**src/rtl/ascon_out_serializer.sv**
```systemverilog
// Ascon output serializer: ciphertext words and the final tag leave as a
// byte stream, MSB first, under a read_ack handshake.
// Optional macro: ASCON_OUT_SKID_EN adds a second word register (zero bubble).
module ascon_out_serializer #(
    parameter int TAG_BYTES = 16
) (
    input  logic         clk,
    input  logic         rst_n,
    input  logic         clear,
    input  logic [63:0]  s_tdata,
    input  logic         s_tvalid,
    output logic         s_tready,
    input  logic         s_tlast,
    input  logic [3:0]   s_tbytes,
    input  logic [127:0] tag_tdata,
    input  logic         tag_tvalid,
    output logic         tag_tready,
    output logic [7:0]   byte_out,
    output logic         out_valid,
    input  logic         read_ack,
    output logic         busy,
    output logic         tag_phase
);

    typedef enum logic [1:0] {
        IDLE,
        CT,
        WAIT_TAG,
        TAG
    } state_e;

    state_e        state_q, state_d;
    logic [127:0]  data_q, data_d;
    logic [4:0]    cnt_q, cnt_d;
    logic          last_q, last_d;
    logic          full_q, full_d;
    logic          out_valid_q, out_valid_d;
    logic          tag_phase_q, tag_phase_d;
    logic          s_tready_q, s_tready_d;
    logic          tag_tready_q, tag_tready_d;

`ifdef ASCON_OUT_SKID_EN
    logic [63:0]   skid_q, skid_d;
    logic [4:0]    skid_cnt_q, skid_cnt_d;
    logic          skid_last_q, skid_last_d;
    logic          skid_full_q, skid_full_d;
`endif

    logic          ack;
    logic          s_fire;
    logic          t_fire;
    logic [4:0]    nbytes;

    assign ack    = read_ack && out_valid_q;
    assign s_fire = s_tvalid && s_tready_q;
    assign t_fire = tag_tvalid && tag_tready_q;

    // Out-of-range byte counts mean a full word.
    assign nbytes = (s_tbytes == 4'd0 || s_tbytes > 4'd8)
                    ? 5'd8 : {1'b0, s_tbytes};

    // Next-state: word/tag loading, byte advance and state transitions.
    always_comb begin
        state_d      = state_q;
        data_d       = data_q;
        cnt_d        = cnt_q;
        last_d       = last_q;
        full_d       = full_q;
        out_valid_d  = out_valid_q;
        tag_phase_d  = tag_phase_q;
`ifdef ASCON_OUT_SKID_EN
        skid_d       = skid_q;
        skid_cnt_d   = skid_cnt_q;
        skid_last_d  = skid_last_q;
        skid_full_d  = skid_full_q;
`endif
        if (clear) begin
            state_d     = IDLE;
            data_d      = '0;
            cnt_d       = '0;
            last_d      = 1'b0;
            full_d      = 1'b0;
            out_valid_d = 1'b0;
            tag_phase_d = 1'b0;
`ifdef ASCON_OUT_SKID_EN
            skid_d      = '0;
            skid_cnt_d  = '0;
            skid_last_d = 1'b0;
            skid_full_d = 1'b0;
`endif
        end else begin
            unique case (state_q)
                IDLE: begin
                    if (s_fire) begin
                        data_d      = {s_tdata, 64'h0};
                        cnt_d       = nbytes;
                        last_d      = s_tlast;
                        full_d      = 1'b1;
                        out_valid_d = 1'b1;
                        state_d     = CT;
                    end else if (tag_tvalid) begin
                        state_d = WAIT_TAG;
                    end
                end
                CT: begin
                    if (ack) begin
                        if (cnt_q == 5'd1) begin
                            full_d      = 1'b0;
                            out_valid_d = 1'b0;
                            if (last_q) begin
                                state_d = WAIT_TAG;
                            end
`ifdef ASCON_OUT_SKID_EN
                            else if (skid_full_q) begin
                                data_d      = {skid_q, 64'h0};
                                cnt_d       = skid_cnt_q;
                                last_d      = skid_last_q;
                                full_d      = 1'b1;
                                out_valid_d = 1'b1;
                                skid_full_d = 1'b0;
                            end
`endif
                        end else begin
                            data_d = {data_q[119:0], 8'h00};
                            cnt_d  = cnt_q - 5'd1;
                        end
                    end
                    if (s_fire) begin
`ifdef ASCON_OUT_SKID_EN
                        if (full_d) begin
                            skid_d      = s_tdata;
                            skid_cnt_d  = nbytes;
                            skid_last_d = s_tlast;
                            skid_full_d = 1'b1;
                        end else begin
                            data_d      = {s_tdata, 64'h0};
                            cnt_d       = nbytes;
                            last_d      = s_tlast;
                            full_d      = 1'b1;
                            out_valid_d = 1'b1;
                        end
`else
                        data_d      = {s_tdata, 64'h0};
                        cnt_d       = nbytes;
                        last_d      = s_tlast;
                        full_d      = 1'b1;
                        out_valid_d = 1'b1;
`endif
                    end
                end
                WAIT_TAG: begin
                    if (t_fire) begin
                        data_d      = tag_tdata;
                        cnt_d       = 5'(TAG_BYTES);
                        last_d      = 1'b0;
                        out_valid_d = 1'b1;
                        tag_phase_d = 1'b1;
                        state_d     = TAG;
                    end
                end
                TAG: begin
                    if (ack) begin
                        if (cnt_q == 5'd1) begin
                            data_d      = '0;
                            cnt_d       = '0;
                            out_valid_d = 1'b0;
                            tag_phase_d = 1'b0;
                            state_d     = IDLE;
                        end else begin
                            data_d = {data_q[119:0], 8'h00};
                            cnt_d  = cnt_q - 5'd1;
                        end
                    end
                end
                default: begin
                    state_d = IDLE;
                end
            endcase
        end
    end

    // Handshake readies follow the next state and register occupancy.
    always_comb begin
`ifdef ASCON_OUT_SKID_EN
        s_tready_d = (state_d == IDLE || state_d == CT)
                     && !skid_full_d && !(full_d && last_d);
`else
        s_tready_d = (state_d == IDLE || state_d == CT) && !full_d;
`endif
        tag_tready_d = (state_d == WAIT_TAG);
    end

    // State and registered outputs.
    always_ff @(posedge clk or negedge rst_n) begin
        if (!rst_n) begin
            state_q      <= IDLE;
            data_q       <= '0;
            cnt_q        <= '0;
            last_q       <= 1'b0;
            full_q       <= 1'b0;
            out_valid_q  <= 1'b0;
            tag_phase_q  <= 1'b0;
            s_tready_q   <= 1'b0;
            tag_tready_q <= 1'b0;
        end else begin
            state_q      <= state_d;
            data_q       <= data_d;
            cnt_q        <= cnt_d;
            last_q       <= last_d;
            full_q       <= full_d;
            out_valid_q  <= out_valid_d;
            tag_phase_q  <= tag_phase_d;
            s_tready_q   <= s_tready_d;
            tag_tready_q <= tag_tready_d;
        end
    end

`ifdef ASCON_OUT_SKID_EN
    // Skid word register.
    always_ff @(posedge clk or negedge rst_n) begin
        if (!rst_n) begin
            skid_q      <= '0;
            skid_cnt_q  <= '0;
            skid_last_q <= 1'b0;
            skid_full_q <= 1'b0;
        end else begin
            skid_q      <= skid_d;
            skid_cnt_q  <= skid_cnt_d;
            skid_last_q <= skid_last_d;
            skid_full_q <= skid_full_d;
        end
    end
`endif

    assign byte_out   = data_q[127:120];
    assign out_valid  = out_valid_q;
    assign tag_phase  = tag_phase_q;
    assign s_tready   = s_tready_q;
    assign tag_tready = tag_tready_q;
    assign busy       = (state_q != IDLE);

endmodule

```
**config.mk**
```make
export PLATFORM = sky130hd
export DESIGN_NAME = ascon_out_serializer
export DESIGN_NICKNAME = d
export VERILOG_FILES = /design/src/rtl/ascon_out_serializer.sv
export SDC_FILE = /design/constraint.sdc
export NUM_CORES = 1
export LEC_CHECK = 0
export BUFFER_PORTS_ARGS = -buffer_cell sky130_fd_sc_hd__buf_2
export CORE_AREA = 2 2 119 121
export CTS_BUF_LIST = sky130_fd_sc_hd__clkbuf_8 sky130_fd_sc_hd__clkbuf_16
export DETAILED_ROUTE_END_ITERATION = 10
export DIE_AREA = 0 0 121 123
export PLACE_DENSITY = 0.83
export SETUP_SLACK_MARGIN = 0.02
export SLEW_MARGIN = 15
export SYNTH_ARGS = -nofsm -noshare
export SYNTH_HDL_FRONTEND = slang
export SYNTH_SLANG_ARGS = --single-unit
```
**constraint.sdc**
```tcl
create_clock -name clk -period 2.65 [get_ports clk]
set_input_delay 0.265 -clock clk [delete_from_list [all_inputs] [get_ports clk]]
set_output_delay 0.265 -clock clk [all_outputs]
set_load 0.03 [all_outputs]
```
# --- Yosys cells after proc, flatten, opt, wreduce, memory -nomap -nowiden ---
# Index checks and enable logic that the tools add are counted.
totals:
  output_inout_bits: 13
  elab_cells: 92
  register_bits: 141
  input_bits: 203
classes:
  n_lt_le_gt_ge: 1
  addsub: 1
  reduce_logical: 18
  eq_ne: 13
  mux: 50
op_table:
  columns: ["operator", "n"]
  rows:
  - ["$mux W128", 8]
  - ["$pmux W128 S4", 1]
  - ["$mux W5", 8]
  - ["$pmux W5 S4", 1]
  - ["$mux W2", 9]
  - ["$mux W1", 17]
  - ["$ne A3 B3 Y1 const B", 4]
  - ["$ne A4 B4 Y1 const B", 2]
  - ["$pmux W2 S4", 1]
  - ["$eq A2 B2 Y1 const B", 3]
  - ["$pmux W1 S2", 3]
  - ["$reduce_bool A3 Y1", 2]
  - ["$eq A5 B1 Y1 const B", 1]
  - ["$reduce_and A5 Y1", 1]
  - ["$sub A5 B1 Y5 const B", 1]
  - ["$eq A2 B1 Y1 const B", 2]
  - ["$gt A4 B4 Y1 const B", 1]
  - ["$logic_and A1 B1 Y1", 4]
  - ["$logic_not A2 Y1", 2]
  - ["$logic_not A4 Y1", 1]
  - ["$mux W4", 1]
  - ["$pmux W1 S4", 1]
  - ["$reduce_and A4 Y1", 1]
  - ["$ne A3 B1 Y1 const B", 1]
  - ["6 further kinds", 7]

# --- Depth between registers and ports, before layout ---
logic_depth:
  depth_word: 8
  mapped_depth: 9
  mapped_depth_nobuf: 7

# --- Worst setup path before layout ---
# OpenSTA, ideal clock, no wires.
synth_path:
  path_type: "reg2reg"
  start: "reg cnt_q[1]"
  end: "reg data_q[121]"
  t_arrival_ns: 1.781
  required_ns: 2.515
  setup_time_ns: 0.135
  period_less_slack_ns: 1.915
  path_stages_with_launch: 9
  path_slack_ns: 0.735
  n_path_buf: 2
  path_cell_list: "dfrtp_1 > inv_1 > ha_1 > nor4b_4 > a211oi_4 > buf_4 > buf_4 > a222oi_1 > o31ai_1"
synth_between:
  elab_chain_cells: 5
  word_cells_on_any_way: 7
  classes_between: "eq/ne: 2; mux: 4; reduce/logical: 1"
synth_rtl:
  columns: ["item", "line_no", "text"]
  rows:
  - ["from (decl)", "34", "logic [4:0] cnt_q, cnt_d;"]
  - ["from (signal assigned)", "208", "cnt_q <= cnt_d;"]
  - ["$eq A5 B1 Y1 *", "107, 163", null]
  - ["$mux W128", "163", "if (cnt_q == 5'd1) begin"]
  - ["$mux W128", "162", "if (ack) begin"]
  - ["$pmux W128 S4", "92", "unique case (state_q)"]
  - ["$mux W128", "77", "if (clear) begin"]
  - ["to (signal assigned)", "207", "data_q <= data_d;"]
  - ["to (decl)", "33", "logic [127:0] data_q, data_d;"]
# Every way passes the cells marked *; elsewhere a longest branch is shown, timed or not. The select of a mux whose other input is x is not followed.
# A chain may end at the register's enable or synchronous reset.

# --- Worst setup path in the final report ---
layout_path:
  start: "reg state_q[1]"
  end: "reg data_q[18]"
layout_between:
  elab_chain_cells: 3
  word_cells_on_any_way: 12
  classes_between: "eq/ne: 8; mux: 2; reduce/logical: 2"
layout_rtl:
  columns: ["item", "line_no", "text"]
  rows:
  - ["from (decl)", "32", "state_e state_q, state_d;"]
  - ["from (signal assigned)", "206", "state_q <= state_d;"]
  - ["$eq A2 B1 Y1 (tied with other cells)", "92", null]
  - ["$ne A4 B4 Y1 (no source line) (tied with other cells)", null, null]
  - ["$reduce_and A5 Y1 (no source line) or $mux W128 (tied branches)", null, null]
# Several ways; a longest one is shown, not always the timed one.

==> impl_metrics.csv <==
group,metric,value,unit
status,status,"finished clean",
logic_synthesis,avgSynthCellArea,10.2,sq um
min_path,hold_path.class,"primary input to flop",
critical_path,r2r_slack,300,ps
logic_synthesis,synth_edf_count,0,
critical_path,worst_setup_path_start_kind,"flop",
critical_path,required,2980,ps
route,final_antenna_net_count,0,
pwr,p_int,4.65,mW
critical_path,cp_slowest_cell,"dfrtp_1",
placed_design,place_ws,333,ps
logic_synthesis,syn-num-nets,869,
route,drt_iter0_markers,813,
finish,final_layout_size_suffix_gt1_frac,0.322,
timing,tns,0,ps
pwr,netSwitchingPower,2.05,mW
die,die_w,121,um
critical_path,cp_cell_sequence,"buf_4, and3b_1, a211oi_4, buf_4, buf_12, buf_4, a22oi_1, o21ai_0",
logic_synthesis,ys_async_sr_fraction,1.00,
global_route,grt_max_degree,122,
timing,worst_pin_slew,942,ps
timing,timing.final.max_slew_violations,0,
die,die_area,14900,sq um
timing,skew,5.81,ps
timing,max_slew_margin,0.369,
min_path,holdCritStartpoint,"tag_tdata[6]",
finish,insertedDiodeCount,0,
logic_synthesis,yosysWarnings,0,
critical_path,path_class,"flop to flop",
placed_design,port-buffer-count,215,
critical_path,cp_common_cell,"buf_4",
cts,cts_buffers,17,
route,via_per_inst,6.19,
timing,rsz0062_at_grt,"false",
die,core,13600,sq um
critical_path,cp_num_buf_inv,4,
cts,post-cts-setup-buffers,0,
min_path,whs_path_depth,2,
critical_path,crit_path_max_fanout,46,
global_route,antenna_found_initial,0,
cts,cts_resized,0,
logic_synthesis,yosysUniqueCellTypes,43,
global_route,grt_pass1_vias,6174,
timing,max_freq,426,MHz
route,drc,0,
cts,clk_latency,410,ps
die,start_util,0.498,
critical_path,ff2ff_path_depth,8,
cts,cts.clk_slew.worst_paths,60,ps
global_route,overflow,0,
finish,fin_nets,1047,
cts,clock_path_buffers,2,
run,max_cap_viol_count,0,
pwr,leakage,3.84,nW
pwr,comb_power_share,0.251,
cts,cts.sinks,141,
cts,cts_tree,"built",
route,vias,6397,
pwr,ir_worst_vdd,367,uV
global_route,grt_util_all_layers,0.263,
global_route,grt_pass1_wl,30800,um
critical_path,r2r_start,"state_q[1]",
die,fp-row-count,43,
route,dr.pass1.iters,7,
cts,htree_levels,4,
timing,hold_viol_final,0,
die,io_pins,216,
timing,setup_viol,0,
critical_path,slowest_delay,430,ps
logic_synthesis,synth-seq-cells,141,
critical_path,r2r-end,"data_q[18]",
timing,min_period,2350,ps
pwr,seqPwrFrac,0.389,
logic_synthesis,synthCells,664,
cts,ctsRootBufferMaster,"clkbuf_16",
min_path,holdPathEnd,"data_q[6]",
critical_path,cp_data_arrival_time,2680,ps
finish,fillers,1090,
placed_design,hpwl,12900,um
pwr,p_per_area,778,nW/um^2
finish,areaGrowthSynthToFinish,27.2,%
timing,worst_slack,300,ps
logic_synthesis,syn_area,6780,sq um
timing,finalCritPeriodShare,0.887,
critical_path,setup.worst_path.end_class,"flop",
route,wl,19200,um
pwr,power.share.clock,0.360,
pwr,swShare,0.306,
logic_synthesis,yosys_most_used_dff,"dfrtp_1",
logic_synthesis,synth.yosys.seq_area_share,0.521,
die,die_y,123,um
critical_path,crit_start,"state_q[1]",
placed_design,gp_congestion,0.866,
finish,finalCoreUtilization,0.633,
route,wire_per_inst,18.5,um
critical_path,crit_family,"buffers and inverters",
-- state kept, by name, summed over array words and instances, names as in the netlist --
register,flops
cnt_q,5
data_q,128
full_q,1
last_q,1
out_valid,1
s_tready,1
state_q,2
tag_phase,1
tag_tready,1
-- synthesized netlist by cell type (all sizes together), types with 3 or more instances --
| cell type | count | area, sq um |
|---|---|---|
| nand4 | 4 | 25.0 |
| nor3 | 4 | 20.0 |
| inv | 7 | 26.3 |
| clkbuf | 40 | 153 |
| o21ai | 63 | 315 |
| a22oi | 58 | 449 |
| o31ai | 65 | 488 |
| a21oi | 8 | 43.8 |
| a222oi | 64 | 641 |
| a22o | 8 | 70.1 |
| nand2 | 129 | 484 |
| dfrtp | 141 | 3530 |
| nor2b | 3 | 18.8 |
| buf | 40 | 253 |
| nor2 | 5 | 18.8 |
-- worst register-to-register path: cells and delay by family (launching register included) --
family / cells / cell delay (ps)
DFF: 1 / 430
and+or+nand+nor: 1 / 280
AOI/OAI and AO/OA: 3 / 560
buffers and inverters: 4 / 1000
-- power by group through the flow --
stage	clock (mW)	combinational (mW)	sequential, mW
global route	2.56	1.84	2.64
detailed placement	0	1.67	2.64
global placement	0	1.65	2.63
finish	2.41	1.69	2.61
CTS	2.45	1.68	2.61
floorplan	0	1.12	2.60
-- routing by layer --
layer	up-vias	GRT usage	wire length, um
met5	-	0	0
met4	0	0.0923	339
met3	28	0.0664	1610
met2	312	0.423	9380
met1	3132	0.347	7830
li1	2925	-	-
-- kinds of logic (layout without fill, tap and decap cells) --
family,count (synthesis),in the layout,share of synthesized area
buffers and inverters,87,277,0.0637
DFF,141,141,0.521
xor gates and xnor gates,1,1,0.00129
adders and majority gates,2,2,0.00369
muxes,1,1,0.00148
AOI/OAI and AO/OA,279,279,0.315
and+or+nand+nor,153,153,0.0943
-- worst max-delay path by stage --
stage	end	slack [ps]	cells past startpoint
after floorplan	data_q[121]	730	8
after global placement	data_q[30]	390	8
after detailed placement	data_q[26]	330	8
after CTS	data_q[37]	320	8
after global routing	data_q[38]	110	8
final	data_q[18]	300	8
-- layout make-up --
cell class,instances,area (sq um),area share
Multi-Input combinational cell,436,2850,0.330
Sequential cell,141,3530,0.409
Timing Repair Buffer,239,1390,0.161
Clock buffer,21,480,0.0557
Tap cell,180,225,0.0261
Inverter,7,26.3,0.00305
Clock inverter,10,123,0.0142
-- stage by stage --
stage                     total power [mW]  hold WS (ps)  instances  area (sq um)
final                                 6.70          67.4       1034          8620
after floorplan                       3.72         -30.6        664          6780
after CTS                             6.74          50.4       1034          8620
after global placement                4.28           288       1002          8010
after global routing                  7.04          56.0       1034          8620
after detailed placement              4.31           295       1002          8010
-- placed cells by master, fill, tap and decap left out, types with 2 or more instances in the layout --
cell       instances
a22o_1             8
a32oi_1            2
clkinv_2           2
a21oi_1            6
buf_12            10
a22oi_1           57
o31ai_1           65
bufinv_16          3
o21ai_1           14
dfrtp_1          141
ha_1               2
o22ai_1            2
buf_2            214
clkbuf_16         17
inv_1             11
nor3_1             4
buf_4             13
nor2b_1            2
a222oi_1          64
nand2_1          129
nand4_1            4
nor2_1             5
o21ai_0           49
clkbuf_8           4
-- timing repair --
| item | CTS | global route |
|---|---|---|
| setup endpoints to repair | 0 | 0 |
| hold buffers | 1 | 0 |
| endpoints found under the hold margin | 63 | 0 |
No activity file was read; power rests on OpenSTA's default activity.
